File: src/rtl/seq_fsm_pat_det_mo_pkg.sv
// Shared helpers for the serial pattern detector: state width, KMP next-state
// function and overlap mode constants.
package seq_fsm_pkg;

    localparam logic OVL_ON  = 1'b1;
    localparam logic OVL_OFF = 1'b0;

    // State counts matched bits 0..pat_w, so it needs pat_w+1 codes.
    function automatic int st_w(input int pat_w);
        return $clog2(pat_w + 1);
    endfunction

    // Next state after holding k matched bits and receiving b: the longest
    // prefix of the pattern that ends the string (first k pattern bits, b).
    // Bit pat_w-1 of pattern is the first bit on the wire.
    function automatic int kmp_next(input int pat_w, input logic [15:0] pattern,
                                    input int k, input logic b);
        int          best;
        logic        ok;
        logic [16:0] s;
        best = 0;
        s    = '0;
        for (int i = 0; i < k; i++) s[i] = pattern[pat_w-1-i];
        s[k] = b;
        for (int j = 1; j <= pat_w; j++) begin
            if (j <= k + 1) begin
                ok = 1'b1;
                for (int i = 0; i < j; i++)
                    if (pattern[pat_w-1-i] != s[k+1-j+i]) ok = 1'b0;
                if (ok) best = j;
            end
        end
        return best;
    endfunction

endpackage

File: src/rtl/seq_fsm_pat_det_mo_if.sv
// Bus of the pattern detector; sticky `seen` exists only with
// SEQ_FSM_PAT_DET_STICKY_EN defined.
interface seq_fsm_pat_det_mo_if
    import seq_fsm_pkg::*;
#(
    parameter int PAT_W = 3,
    parameter int CNT_W = 8
);
    localparam int SW = st_w(PAT_W);

    logic             in_;
    logic             in_val;
    logic             overlap;
    logic             cnt_clr;
    logic [SW-1:0]    state;
    logic             out;
    logic [CNT_W-1:0] match_cnt;
`ifdef SEQ_FSM_PAT_DET_STICKY_EN
    logic             seen;

    modport master (output in_, in_val, overlap, cnt_clr,
                    input  state, out, match_cnt, seen);
    modport slave  (input  in_, in_val, overlap, cnt_clr,
                    output state, out, match_cnt, seen);
`else
    modport master (output in_, in_val, overlap, cnt_clr,
                    input  state, out, match_cnt);
    modport slave  (input  in_, in_val, overlap, cnt_clr,
                    output state, out, match_cnt);
`endif

endinterface

File: src/rtl/seq_fsm_pat_det_mo_next.sv
// Combinational next-state logic: (state, in_, overlap) -> state_next, with the
// KMP transition table built at elaboration.
module seq_fsm_pat_next
    import seq_fsm_pkg::*;
#(
    parameter int               PAT_W   = 3,
    parameter logic [PAT_W-1:0] PATTERN = 3'b101,
    parameter int               SW      = st_w(PAT_W)
) (
    input  logic [SW-1:0] state,
    input  logic          in_,
    input  logic          overlap,
    output logic [SW-1:0] state_next
);

    logic [PAT_W:0][1:0][SW-1:0] tbl;

    for (genvar k = 0; k <= PAT_W; k++) begin : g_k
        for (genvar b = 0; b < 2; b++) begin : g_b
            localparam logic [SW-1:0] NXT = SW'(kmp_next(PAT_W, 16'(PATTERN), k, 1'(b)));
            assign tbl[k][b] = NXT;
        end
    end

    always_comb begin
        state_next = '0;
        for (int k = 0; k <= PAT_W; k++)
            if (state == SW'(k)) state_next = tbl[k][in_];
        // Non-overlap mode restarts from scratch after a full match.
        if (state == SW'(PAT_W) && overlap == OVL_OFF)
            state_next = (in_ == PATTERN[PAT_W-1]) ? SW'(1) : SW'(0);
    end

endmodule

File: src/rtl/seq_fsm_pat_det_mo.sv
// Moore serial pattern detector with input qualifier, overlap mode and a
// saturating match counter. Optional sticky flag: SEQ_FSM_PAT_DET_STICKY_EN.
module seq_fsm_pat_det_mo
    import seq_fsm_pkg::*;
#(
    parameter int               PAT_W   = 3,
    parameter logic [PAT_W-1:0] PATTERN = 3'b101,
    parameter int               CNT_W   = 8
) (
    input logic                 clk,
    input logic                 reset,
    seq_fsm_pat_det_mo_if.slave bus
);

    localparam int SW = st_w(PAT_W);

    logic [SW-1:0]    state_q, state_d, state_nxt;
    logic [CNT_W-1:0] cnt_q, cnt_d;
    logic             inc;

    seq_fsm_pat_next #(
        .PAT_W   (PAT_W),
        .PATTERN (PATTERN),
        .SW      (SW)
    ) u_next (
        .state      (state_q),
        .in_        (bus.in_),
        .overlap    (bus.overlap),
        .state_next (state_nxt)
    );

    always_comb begin
        inc     = bus.in_val && (state_nxt == SW'(PAT_W));
        state_d = bus.in_val ? state_nxt : state_q;
        cnt_d   = cnt_q;
        // A clear coinciding with a match keeps that match.
        if (bus.cnt_clr)
            cnt_d = inc ? CNT_W'(1) : '0;
        else if (inc && cnt_q != {CNT_W{1'b1}})
            cnt_d = cnt_q + CNT_W'(1);
    end

    always_ff @(posedge clk or posedge reset) begin
        if (reset) begin
            state_q <= '0;
            cnt_q   <= '0;
        end else begin
            state_q <= state_d;
            cnt_q   <= cnt_d;
        end
    end

    assign bus.state     = state_q;
    assign bus.out       = (state_q == SW'(PAT_W));
    assign bus.match_cnt = cnt_q;

`ifdef SEQ_FSM_PAT_DET_STICKY_EN
    logic seen_q, seen_d;

    always_comb begin
        seen_d = bus.cnt_clr ? inc : (seen_q | inc);
    end

    always_ff @(posedge clk or posedge reset) begin
        if (reset) seen_q <= 1'b0;
        else       seen_q <= seen_d;
    end

    assign bus.seen = seen_q;
`endif

endmodule

File: src/flat_wrapper.sv
// flat-port wrapper written by rule: the top's interface ports become plain ports
module seq_fsm_pat_det_mo_flat import seq_fsm_pkg::*;
#(
    parameter int               PAT_W   = 3,
    parameter logic [PAT_W-1:0] PATTERN = 3'b101,
    parameter int               CNT_W   = 8
)
  (clk, reset, bus_in_, bus_in_val, bus_overlap, bus_cnt_clr, bus_state, bus_out, bus_match_cnt);
  seq_fsm_pat_det_mo_if #(.PAT_W(PAT_W), .CNT_W(CNT_W)) bus_i ();
  input logic clk;
  input logic reset;
  input wire logic [$bits(bus_i.in_)-1:0] bus_in_;
  input wire logic [$bits(bus_i.in_val)-1:0] bus_in_val;
  input wire logic [$bits(bus_i.overlap)-1:0] bus_overlap;
  input wire logic [$bits(bus_i.cnt_clr)-1:0] bus_cnt_clr;
  output wire logic [$bits(bus_i.state)-1:0] bus_state;
  output wire logic [$bits(bus_i.out)-1:0] bus_out;
  output wire logic [$bits(bus_i.match_cnt)-1:0] bus_match_cnt;
  assign bus_i.in_ = bus_in_;
  assign bus_i.in_val = bus_in_val;
  assign bus_i.overlap = bus_overlap;
  assign bus_i.cnt_clr = bus_cnt_clr;
  assign bus_state = bus_i.state;
  assign bus_out = bus_i.out;
  assign bus_match_cnt = bus_i.match_cnt;
  seq_fsm_pat_det_mo #(.PAT_W(PAT_W), .PATTERN(PATTERN), .CNT_W(CNT_W)) u_core (.clk(clk), .reset(reset), .bus(bus_i));
endmodule
File: config.mk
export PLATFORM = sky130hd
export DESIGN_NAME = seq_fsm_pat_det_mo_flat
export DESIGN_NICKNAME = d
export VERILOG_FILES = /design/src/rtl/seq_fsm_pat_det_mo_pkg.sv /design/src/rtl/seq_fsm_pat_det_mo_if.sv /design/src/rtl/seq_fsm_pat_det_mo_next.sv /design/src/rtl/seq_fsm_pat_det_mo.sv /design/src/flat_wrapper.sv
export SDC_FILE = /design/constraint.sdc
export NUM_CORES = 1
export LEC_CHECK = 0
export ABC_AREA = 1
export BUFFER_PORTS_ARGS = -buffer_cell sky130_fd_sc_hd__buf_2
export CORE_AREA = 8 8 45 47
export DETAILED_ROUTE_END_ITERATION = 10
export DIE_AREA = 0 0 53 55
export GPL_TIMING_DRIVEN = 0
export PLACE_DENSITY_LB_ADDON = 0.1
export SLEW_MARGIN = 0
export SYNTH_ARGS = -nofsm -noshare
export SYNTH_HDL_FRONTEND = slang
export SYNTH_HIERARCHICAL = 1
export SYNTH_SLANG_ARGS = --single-unit
File: constraint.sdc
create_clock -name clk -period 3.6 [get_ports clk]
set_input_delay 0.54 -clock clk [delete_from_list [all_inputs] [get_ports clk]]
set_output_delay 0.54 -clock clk [all_outputs]
set_load 0.02 [all_outputs]
=== After elaboration in Yosys (flattened, before gate mapping) ===
Index checks and enable logic that the tools add are counted.

* Flip-flop bits (word level): 10
* Input bits: 6
* Output and inout port bits: 11
* Word-level logic and storage cells: 29

* Add/subtract/negate cells: 1
* Order comparisons: 1
* Eq/ne operators: 5
* Multiplexer cells: 14
* Bitwise logic cells: 1
* Reduce and logical (&&, ||, !) cells: 5

{| class="wikitable"
|+ Operators by type and width
! kind !! count
|-
| $mux 2 || 10
|-
| $mux 8 || 2
|-
| $add 8x1->8 const B || 1
|-
| $ne 8x8->1 const B || 1
|-
| $eq 2x2->1 const B || 3
|-
| $logic_and 1x1->1 || 3
|-
| $eq 2x1->1 const B || 1
|-
| $logic_not 2->1 || 1
|-
| $lt 1x2->1 const B || 1
|-
| $mux 1 || 2
|-
| $reduce_bool 2->1 || 1
|-
| $not 1->1 || 1
|}

=== Logic depth before layout (Yosys ltp) ===
Gate-level depths: netlist (run 1).

* Word-level depth: 12
* Mapped depth: 11
* Mapped depth without buffers: 11

=== Cells and area by module ===
The synthesis (run 1) kept the hierarchy.

{| class="wikitable"
|+ By module, submodules not included
! module !! times used !! cells an instance !! area an instance (sq um) !! sequential area each (sq um)
|-
| seq_fsm_pat_det_mo || 1 || 86 || 614.3 || 250.2
|-
| seq_fsm_pat_next || 1 || 8 || 31.3 || 0.0
|}

=== Worst setup path after synthesis (run 1) ===
OpenSTA, ideal clock, no wires.

* Path type: register -> register
* Start: register u_core.state_q[0], in the netlist u_core/bus.state[0]
* End: register u_core.cnt_q[0], in the netlist u_core/bus.match_cnt[0]
* Setup time: 121 ps
* Arrival time: 1264 ps
* Data required time: 3479 ps
* Setup slack: 2216 ps
* Cell stages (with the launch flop): 12
* Path buffers: 0
* Period minus slack after synthesis: 1384 ps
* Path through: dfrtp_1 inv_1 nor2_1 nand2_1 nand2_1 inv_2 nor2_1 nand2_2 nand2_4 clkinv_4 nand2_1 nand2_1

* Word-level cells in the longest chain between the ends: 10
* Elaborated cells on any way between the ends: 16
* Classes of those cells: 4 x eq/ne; 7 x mux; 5 x reduce/logical

{| class="wikitable"
|+ Ends and longest elaborated chain
! item !! line !! source
|-
| start: declaration || seq_fsm_pat_det_mo.sv:17 || <nowiki>logic [SW-1:0] state_q, state_d, state_nxt;</nowiki>
|-
| start signal: assignment || seq_fsm_pat_det_mo.sv:48 || <nowiki>state_q <= state_d;</nowiki>
|-
| $logic_not 2->1 || seq_fsm_pat_det_mo_next.sv:28 || <nowiki>if (state == SW'(k)) state_next = tbl[k][in_];</nowiki>
|-
| $mux 2 (4 in series) || seq_fsm_pat_det_mo_next.sv:28 ||
|-
| $mux 2 (*) || seq_fsm_pat_det_mo_next.sv:30 || <nowiki>if (state == SW'(PAT_W) && overlap == OVL_OFF)</nowiki>
|-
| net u_core.state_nxt[1] || seq_fsm_pat_det_mo.sv:17 ||
|-
| $eq 2x2->1 (*) || seq_fsm_pat_det_mo.sv:33 || <nowiki>inc = bus.in_val && (state_nxt == SW'(PAT_W));</nowiki>
|-
| $logic_and 1x1->1 (*) || seq_fsm_pat_det_mo.sv:33 ||
|-
| $mux 1 / $logic_and 1x1->1 (equally long branches) || seq_fsm_pat_det_mo.sv:38, seq_fsm_pat_det_mo.sv:39 ||
|-
| $mux 8 / $reduce_bool 2->1 (equally long branches) || - ||
|-
| end signal: assignment || seq_fsm_pat_det_mo.sv:49 || <nowiki>cnt_q <= cnt_d;</nowiki>
|-
| end: declaration || seq_fsm_pat_det_mo.sv:18 || <nowiki>logic [CNT_W-1:0] cnt_q, cnt_d;</nowiki>
|}

Mark *: on every way through the listed nets, which the timed path passes. The rest lies on a longest branch.
A chain may end at the register's enable or synchronous reset.

=== Worst setup path after layout (run 1) ===
* Start: register u_core.state_q[1], in the netlist u_core/bus.state[1]
* End: output bus_out

* Word-level cells in the longest chain between the ends: 1

{| class="wikitable"
|+ Ends and longest elaborated chain
! item !! line !! source
|-
| $eq 2x2->1 || seq_fsm_pat_det_mo.sv:54 || <nowiki>assign bus.out = (state_q == SW'(PAT_W));</nowiki>
|-
| end: declaration || flat_wrapper.sv:17 || <nowiki>output wire logic [$bits(bus_i.out)-1:0] bus_out;</nowiki>
|}

No other way between the ends.

==> results of run 1 <==
-- flip-flops by register name, summed over array words and instances (netlist names) --
signal                flops
u_core/bus.match_cnt      8
u_core/bus.state          2
-- area by class of cell --
class / instances / area (um^2) / share of cell area
multi-input cells: 69 / 333 / 0.433
flip-flops and latches: 10 / 250 / 0.326
repair buffers: 16 / 80.1 / 0.104
inverters: 14 / 58.8 / 0.0765
clock buffers: 3 / 22.5 / 0.0293
well taps: 16 / 20.0 / 0.0261
plain buffers: 1 / 3.75 / 0.00489
-- Yosys cell counts, drive strengths merged --
library cell / n / share of area
nand4: 1 / 0.0097
nor3: 1 / 0.0077
dfrtp: 10 / 0.39
ha: 1 / 0.019
xor2: 1 / 0.014
clkinv: 2 / 0.021
o21bai: 1 / 0.012
nor2: 12 / 0.093
inv: 12 / 0.070
o21ai: 3 / 0.023
nand3: 6 / 0.047
a21oi: 4 / 0.037
clkbuf: 1 / 0.0058
or2: 1 / 0.0097
nand2: 38 / 0.24
-- metal layers --
metal  track usage  routed length (um)  up-vias
li1              -                   -      328
met1         0.120                 647      271
met2         0.178                 589       17
met3        0.0374                 111        3
met4        0.0517                  27        0
met5             0                   0        -
-- metrics by stage --
stage / std cells / setup WS (ns)
finish: 129 / 2.13
global route: 129 / 2.01
CTS: 129 / 2.12
detailed placement: 126 / 1.96
global placement: 126 / 1.96
floorplan: 94 / 2.22
-- power by group --
group | internal [mW] | switching (mW) | total (mW) | leakage (nW)
Clock | 0.0387 | 0.0378 | 0.0765 | 0.0138
Sequential | 0.116 | 0.00439 | 0.121 | 0.136
Combinational | 0.0112 | 0.0238 | 0.0350 | 0.280
Total | 0.166 | 0.0660 | 0.232 | 0.430
-- critical path, cell delays in order, from the launching register on --
cell and delay, ns:
dfrtp_1 0.41, nand2_1 0.07, inv_1 0.03, buf_2 0.14
-- final timing paths --
path,slack [ns],depth (start not counted),end,start
min in group clk,0.51,3,u_core/bus.state[0]$_DFFE_PP0P_,bus_in_val
worst min-delay path,0.25,2,u_core/bus.match_cnt[1]$_DFFE_PP0P_,reset
worst max-delay path,2.13,3,bus_out,u_core/bus.state[1]$_DFFE_PP0P_
worst max register to register,2.15,10,u_core/bus.match_cnt[6]$_DFFE_PP0P_,u_core/bus.state[0]$_DFFE_PP0P_
max in group asynchronous,3.07,2,u_core/bus.state[0]$_DFFE_PP0P_,reset
worst min register to register,0.53,2,u_core/bus.state[0]$_DFFE_PP0P_,u_core/bus.state[0]$_DFFE_PP0P_
-- cells by family after synthesis --
family / share of synthesized area
simple gates: 0.411
buf+inv: 0.0969
flops: 0.388
compound gates: 0.0717
xor+xnor: 0.0136
fa+ha+maj: 0.0194
==> out/metrics.csv, run 1 <==
stage;metric;value;unit
global_routing;grt ovf;0;
global_routing;global-route wire length before repair;2330;um
synth;Ys Warns;6;
worst_hold_path;worst min-delay path category;input port to async pin;
sta;unrepaired setup endpoints after global routing;no;
final_layout;Final Cell Area;768;um^2
cts;Reg clk slew, reported paths;0.06;ns
flow_run;total of max-cap violations;0;
synth;register area share after synthesis;0.388;
die;Initial Util;0.467;
cts;clk_lat worst skew;0.27;ns
setup_path;Crit. End Element;output pin;
synth;Avg Synthesized Cell Area;6.87;um^2
cts;hold-fix buffers at CTS;0;
routing;Antenna Nets Post-Route;0;
routing;vias per inst;4.80;
routing;Post-Route WL;1380;um
routing;First DRT Iteration DRCs;9;
cts;number of CTS-inserted buffers;3;
power_and_ir_drop;Pleak;0.430;nW
setup_path;Critical Path RT;3.06;ns
sta;Slew Viols, Final;0;
routing;DR pass1 iterations;4;
final_layout;most frequent cells in the layout;nand2_1, buf_2, inv_1, nor2_1, dfrtp_1;
global_routing;pin count of the biggest net entering global routing;11;
final_layout;Fillers;137;
power_and_ir_drop;pwr dens;302;nW/um^2
final_layout;Layout area overhead;19.0;%
die;die area;2920;um^2
synth;Post-Synthesis Cells;94;
setup_path;critical path peak fanout;5;
cts;CTS root buf;clkbuf_4;
die;I/O pins;17;
sta;hold_ws;0.248;ns
global_routing;number of global-route vias before repair;561;
final_layout;Final Core Density;0.555;
die;die height;55;um
run_status;status;finished, final reports clean;
sta;Final Hold Fails;0;
final_layout;Final #Nets;122;
sta;final setup fails;0;
cts;TritonCTS clock tree;done;
synth;area of the mapped netlist;646;um^2
sta;post-route setup TNS;0;ns
final_layout;most common cell after layout, fill and taps aside;nand2_1;
final_layout;Diodes inserted;0;
cts;clock sinks;10;
placement;Placement Cell Area;746;um^2
die;number of cell rows;14;
setup_path;WP data arrival;0.93;ns
power_and_ir_drop;VDD IR max;0.187;mV
synth;count of different cell masters after synthesis;22;
global_routing;GRT Total Usage;0.107;
sta;clk_skew;0.00103;ns
routing;routed vias;619;
global_routing;initial antenna violation count;0;
sta;Fmax achieved;0.681;GHz
routing;Residual DRC;0;
placement;RePlAce Congestion;0.893;
placement;port bufs;16;
placement;Detailed Place HPWL;1120;um
sta;final period utilization;0.408;
final_layout;share of cells above drive strength 1;0.265;
setup_path;critical path class;register to output pin;
setup_path;CP startpoint kind;register;
synth;Syn Nets;101;
die;Core Box Area;1380;um^2
sta;fin crit period;1.47;ns
sta;Worst Tran Pin Value;0.406;ns
cts;post-CTS setup buffer count;0;
power_and_ir_drop;Tot Pwr;0.232;mW
die;Horiz. Die Dim;53;um
synth;#FFs+latches synth;10;
routing;Routed WL per cell;10.7;um
cts;H-tree Lvls;1;
cts;cts repair resizes;0;
cts;Clock Path Buffers;2;
sta;Rel. slew slack;0.729;
(Power assumes the default switching activity.)
==> inputs of run 2 (changes only) <==
CORE_AREA = not set   (was 8 8 45 47)
CORE_MARGIN = 8   (was not set)
CORE_UTILIZATION = 49   (was not set)
DIE_AREA = not set   (was 0 0 53 55)
clock period = 1.4 ns   (was 3.6 ns; I/O delays follow)
==> out/metrics.csv, run 2 (synthesis results as in run 1) <==
stage;metric;value;unit;change
run_status;status;finished, final reports clean;;unchanged
sta;final setup fails;0;;unchanged
sta;fin crit period;1.39;ns;
routing;Post-Route WL;1690;um;was 1380 um
die;Horiz. Die Dim;52.3;um;was 53 um
routing;Residual DRC;0;;unchanged
setup_path;Crit. End Element;register;;was output pin
final_layout;max FFs per register;8;;unchanged
routing;vias per inst;5.13;;was 4.80
setup_path;critical path peak fanout;7;;was 5
final_layout;most common cell after layout, fill and taps aside;nand2_1;;unchanged
final_layout;Diodes inserted;0;;unchanged
die;Initial Util;0.509;;was 0.467
global_routing;pin count of the biggest net entering global routing;11;;unchanged
global_routing;grt ovf;0;;unchanged
die;die height;52.3;um;was 55 um
final_layout;Layout area overhead;34.5;%;was 19.0%
global_routing;GRT Total Usage;0.118;;was 0.107
sta;Fmax achieved;0.717;GHz;
die;number of cell rows;13;;was 14
cts;CTS root buf;clkbuf_4;;unchanged
final_layout;Fillers;115;;was 137
final_layout;Final Non-Filler Cells;136;;was 129
final_layout;Final #Nets;129;;was 122
die;I/O pins;17;;unchanged
power_and_ir_drop;Pleak;0.487;nW;was 0.430 nW
setup_path;CP startpoint kind;register;;unchanged
setup_path;Buf+Inv Stages, Crit Path;1;;was 2
sta;Worst Tran Pin Value;0.397;ns;was 0.406 ns
placement;DP Worst Slack;0.00651;ns;was 1.96 ns
cts;clk_lat worst skew;0.27;ns;about the same
setup_path;crit path launch;u_core/bus.match_cnt[1]$_DFFE_PP0P_;;was u_core/bus.state[1]$_DFFE_PP0P_
setup_path;CP cell instances;ha_4, nand2_4, nor2_4, nand2_2, nand2_2, nand2_4, clkinv_4, nand2_1, nand2_1;;was nand2_1, inv_1, buf_2
power_and_ir_drop;VDD IR max;0.475;mV;was 0.187 mV
sta;hold_ws;0.227;ns;was 0.248 ns
flow_run;total of max-cap violations;0;;unchanged
routing;DR pass1 iterations;4;;unchanged
setup_path;Worst path top cell family by delay;simple AND/OR/NAND/NOR gates;;was flip-flops
die;die area;2740;um^2;was 2920 um^2
cts;Clock Path Buffers;2;;unchanged
routing;routed vias;697;;was 619
setup_path;worst reg2reg path startpoint;u_core/bus.match_cnt[1]$_DFFE_PP0P_;;was u_core/bus.state[0]$_DFFE_PP0P_
routing;First DRT Iteration DRCs;38;;was 9
cts;clock sinks;10;;unchanged
cts;number of CTS-inserted buffers;3;;unchanged
cts;TritonCTS clock tree;done;;unchanged
global_routing;initial antenna violation count;0;;unchanged
die;Core Box Area;1270;um^2;was 1380 um^2
placement;placed cells;125;;was 126
global_routing;number of global-route vias before repair;623;;was 561
final_layout;share of cells above drive strength 1;0.322;;was 0.265
setup_path;R2R setup slack;0.006;ns;was 2.15 ns
placement;port bufs;16;;unchanged
cts;H-tree Lvls;1;;unchanged
sta;clk_skew;0.00757;ns;was 0.00103 ns
routing;Antenna Nets Post-Route;0;;unchanged
placement;Detailed Place HPWL;1140;um;was 1120 um
sta;Rel. slew slack;0.735;;was 0.729
setup_path;CP max stage delay;0.44;ns;was 0.41 ns
placement;RePlAce Congestion;0.842;;was 0.893
power_and_ir_drop;pwr dens;792;nW/um^2;was 302 nW/um^2
sta;final period utilization;0.996;;
final_layout;most frequent cells in the layout;nand2_1, buf_2, inv_1, dfrtp_1, nor2_1;;was nand2_1, buf_2, inv_1, nor2_1, dfrtp_1
worst_hold_path;worst min-delay path category;input port to register;;was input port to async pin
cts;Reg clk slew, reported paths;0.06;ns;about the same
global_routing;global-route wire length before repair;2510;um;was 2330 um
worst_hold_path;HP Start;bus_in_val;;
sta;Final Hold Fails;0;;unchanged
setup_path;critical path class;register to register;;was register to output pin
setup_path;WP data arrival;1.59;ns;was 0.93 ns
sta;Slew Viols, Final;0;;unchanged
setup_path;Critical Path RT;1.60;ns;was 3.06 ns
sta;Worst Slack Setup Final;0.00580;ns;was 2.13 ns
routing;Routed WL per cell;12.4;um;was 10.7 um
setup_path;CP max stage cell;dfrtp_1;;unchanged
## run 2: cell count changes in the layout (fill, tap and decap cells not counted), sizes merged
cell / change
buf: +6
clkbuf: +1
dlygate4sd3: +1
## run 2: worst reg2reg max path, cell delays in order (launching register included)
cell and delay, ns:
dfrtp_1 0.44, ha_4 0.18, nand2_4 0.07, nor2_4 0.17, nand2_2 0.07, nand2_2 0.07
nand2_4 0.08, clkinv_4 0.08, nand2_1 0.07, nand2_1 0.10
## run 2: area by class of cell
class	count	area, um^2	share of cell area
repair buffers	23	135	0.156
multi-input cells	69	365	0.421
plain buffers	1	3.75	0.00432
well taps	15	18.8	0.0216
clock buffers	4	36.3	0.0418
inverters	14	58.8	0.0677
flip-flops and latches	10	250	0.288
## run 2: worst paths after layout
kind                            cells past startpoint                                   to
worst min register to register                      2      u_core/bus.state[0]$_DFFE_PP0P_
worst min-delay path                                4      u_core/bus.state[0]$_DFFE_PP0P_
max in group asynchronous                           3  u_core/bus.match_cnt[6]$_DFFE_PP0P_
min in group asynchronous                           3  u_core/bus.match_cnt[2]$_DFFE_PP0P_
worst max register to register                      9  u_core/bus.match_cnt[0]$_DFFE_PP0P_
worst max-delay path                                9  u_core/bus.match_cnt[0]$_DFFE_PP0P_
## run 2: stage by stage
stage	TNS [ns]	instance area (um^2)	total power, mW	util
final	0	868	0.688	0.684
after CTS	0	798	0.677	0.629
after floorplan	0	646	0.374	-
after detailed placement	0	744	0.408	0.587
after global placement	0	744	0.405	0.587
after global routing	-0.0889	868	0.721	0.684
## run 2: routing by layer
layer / vias to the layer above / GRT usage / part of all wire
li1: 342 / - / -
met2: 39 / 0.200 / 0.50
met3: 8 / 0.0256 / 0.092
met5: - / 0 / 0
met1: 308 / 0.134 / 0.37
met4: 0 / 0.0603 / 0.035
## run 2: report_power, final
group | total [mW] | internal (mW) | switching (mW)
clock network | 0.265 | 0.158 | 0.107
registers | 0.311 | 0.298 | 0.0124
logic | 0.113 | 0.0410 | 0.0717
## run 2: what timing repair did
action	in CTS	in global routing
endpoints found under the setup margin	3	8
hold buffers	1	0
hold endpoints to repair	10	0
setup buffers	0	6
pin swaps	0	2
resized for setup	1	5
==> inputs of run 3 (changes only) <==
CORE_UTILIZATION = 30   (was 49)
CTS_BUF_LIST = sky130_fd_sc_hd__clkbuf_8   (was not set)
==> out/metrics.csv, run 3 (synthesis results as in run 1) <==
stage;metric;value;unit;change
final_layout;Diodes inserted;0;;unchanged
final_layout;share of cells above drive strength 1;0.333;;was 0.322
setup_path;R2R Path End;u_core/bus.match_cnt[6]$_DFFE_PP0P_;;was u_core/bus.match_cnt[0]$_DFFE_PP0P_
cts;Reg clk slew, reported paths;0.05;ns;was 0.06 ns
routing;Post-Route WL;1650;um;was 1690 um
power_and_ir_drop;VDD IR max;0.463;mV;was 0.475 mV
cts;number of CTS-inserted buffers;3;;unchanged
sta;Worst Tran Pin Value;0.409;ns;was 0.397 ns
global_routing;pin count of the biggest net entering global routing;11;;unchanged
routing;Antenna Nets Post-Route;0;;unchanged
final_layout;Final Core Density;0.448;;was 0.684
die;Horiz. Die Dim;62.4;um;was 52.3 um
sta;fin crit period;1.37;ns;was 1.39 ns
final_layout;max FFs per register;8;;unchanged
final_layout;most frequent cells in the layout;nand2_1, buf_2, inv_1, dfrtp_1, nor2_1;;unchanged
sta;Rel. slew slack;0.727;;was 0.735
worst_hold_path;Worst Hold End;u_core/bus.state[0]$_DFFE_PP0P_;;unchanged
setup_path;CP cell instances;ha_2, nand2_4, nor2_4, nand2_2, nand2_2, nand2_4, buf_6, o21ai_1;;was ha_4, nand2_4, nor2_4, nand2_2, nand2_2, nand2_4, clkinv_4, nand2_1, nand2_1
placement;port bufs;16;;unchanged
die;Core Box Area;2000;um^2;was 1270 um^2
cts;TritonCTS clock tree;done;;unchanged
routing;Residual DRC;0;;unchanged
sta;Slew Viols, Final;0;;unchanged
routing;vias per inst;4.41;;was 5.13
setup_path;critical path peak fanout;5;;was 7
routing;routed vias;649;;was 697
sta;final setup fails;0;;unchanged
setup_path;reg2reg path depth;8;;was 9
die;I/O pins;17;;unchanged
run_status;status;finished, final reports clean;;unchanged
die;number of cell rows;16;;was 13
setup_path;Critical Path RT;1.56;ns;was 1.60 ns
sta;clk_skew;0.00408;ns;was 0.00757 ns
cts;CTS root buf;clkbuf_8;;was clkbuf_4
die;die area;3890;um^2;was 2740 um^2
global_routing;GRT Total Usage;0.0831;;was 0.118
final_layout;Layout area overhead;38.8;%;was 34.5%
setup_path;CP max stage delay;0.41;ns;was 0.44 ns
cts;clk_lat worst skew;0.23;ns;was 0.27 ns
setup_path;critical path class;register to register;;unchanged
setup_path;WP data arrival;1.54;ns;was 1.59 ns
die;Initial Util;0.322;;was 0.509
final_layout;Final Non-Filler Cells;147;;was 136
worst_hold_path;HP Start;bus_in_val;;unchanged
global_routing;grt ovf;0;;unchanged
setup_path;Crit. End Element;register;;unchanged
final_layout;Final #Nets;128;;was 129
sta;post-route setup TNS;0;ns;unchanged
setup_path;R2R setup slack;0.03;ns;was 0.006 ns
routing;First DRT Iteration DRCs;16;;was 38
sta;final period utilization;0.981;;was 0.996
sta;unrepaired setup endpoints after global routing;yes;;
routing;DR pass1 iterations;4;;unchanged
sta;Final Hold Fails;0;;unchanged
power_and_ir_drop;pwr dens;875;nW/um^2;was 792 nW/um^2
cts;H-tree Lvls;1;;unchanged
final_layout;Fillers;217;;was 115
global_routing;number of global-route vias before repair;612;;was 623
power_and_ir_drop;Pleak;0.492;nW;was 0.487 nW
die;die height;62.4;um;was 52.3 um
placement;placed cells;137;;was 125
routing;Routed WL per cell;11.2;um;was 12.4 um
sta;Fmax achieved;0.728;GHz;was 0.717 GHz
setup_path;CP startpoint kind;register;;unchanged
global_routing;global-route wire length before repair;2630;um;was 2510 um
worst_hold_path;worst hold stages;4;;unchanged
cts;Clock Path Buffers;2;;unchanged
worst_hold_path;worst min-delay path category;input port to register;;unchanged
cts;clock sinks;10;;unchanged
global_routing;initial antenna violation count;0;;unchanged
final_layout;most common cell after layout, fill and taps aside;nand2_1;;unchanged
placement;RePlAce Congestion;0.772;;was 0.842
flow_run;total of max-cap violations;0;;unchanged
setup_path;CP max stage cell;dfrtp_1;;unchanged
setup_path;worst reg2reg path startpoint;u_core/bus.match_cnt[1]$_DFFE_PP0P_;;unchanged
placement;Detailed Place HPWL;1170;um;was 1140 um
-- run 3: cell count changes in the layout (fill, tap and decap cells not counted), sizes merged --
cell and delta:
inv +1, clkinv -1, buf -1
-- run 3: worst max path at each step --
stage / startpoint / end / slack, ns
global placement: u_core/bus.state[0]$_DFFE_PP0P_ / u_core/bus.match_cnt[1]$_DFFE_PP0P_ / 0.004
CTS: u_core/bus.match_cnt[1]$_DFFE_PP0P_ / u_core/bus.match_cnt[2]$_DFFE_PP0P_ / 0.01
floorplan: u_core/bus.state[0]$_DFFE_PP0P_ / u_core/bus.match_cnt[0]$_DFFE_PP0P_ / 0.02
global route: u_core/bus.match_cnt[1]$_DFFE_PP0P_ / u_core/bus.match_cnt[6]$_DFFE_PP0P_ / -0.05
finish: u_core/bus.match_cnt[1]$_DFFE_PP0P_ / u_core/bus.match_cnt[6]$_DFFE_PP0P_ / 0.03
detailed placement: u_core/bus.state[0]$_DFFE_PP0P_ / u_core/bus.match_cnt[1]$_DFFE_PP0P_ / -0.01
-- run 3: stage by stage --
| step | hold slack (ns) | area, um^2 | setup slack [ns] | power, mW |
|---|---|---|---|---|
| floorplan | 0.0502 | 646 | 0.0156 | 0.374 |
| global placement | 0.222 | 759 | 0.00430 | 0.408 |
| detailed placement | 0.228 | 759 | -0.0142 | 0.409 |
| CTS | 0.225 | 842 | 0.0112 | 0.790 |
| global route | 0.260 | 896 | -0.0475 | 0.827 |
| finish | 0.242 | 896 | 0.0271 | 0.784 |
-- run 3: critical path: cells and delay by family, from the launching register on --
family | cells | cell delay (ns)
buf+inv | 1 | 0.13
compound gates | 1 | 0.10
flops | 1 | 0.41
simple gates | 5 | 0.43
fa+ha+maj | 1 | 0.24
-- run 3: final cells by class --
type                    count  area [um^2]  share of cell area
well taps                  27         33.8              0.0377
repair buffers             22          131               0.147
flip-flops and latches     10          250               0.279
multi-input cells          69          360               0.402
inverters                  14         61.3              0.0684
plain buffers               1         3.75             0.00419
clock buffers               4         55.1              0.0615
-- run 3: power breakdown --
part	total, mW	switching [mW]	internal, mW
combinational	0.116	0.0731	0.0431
sequential	0.308	0.00862	0.300
clock	0.360	0.112	0.247
-- run 3: layer usage --
layer / vias to the layer above / global-route usage / wire, um
met2: 12 / 0.125 / 752
met5: - / 0 / 0
met1: 293 / 0.0954 / 787
met3: 2 / 0.0341 / 97
li1: 342 / - / -
met4: 0 / 0.0513 / 13
-- run 3: what timing repair did --
action / in CTS / in global routing
pin swaps: 0 / 7
setup endpoints to repair: 7 / 8
resized for setup: 2 / 7
hold buffers: 1 / 0
endpoints found under the hold margin: 10 / 0
setup buffers: 1 / 4
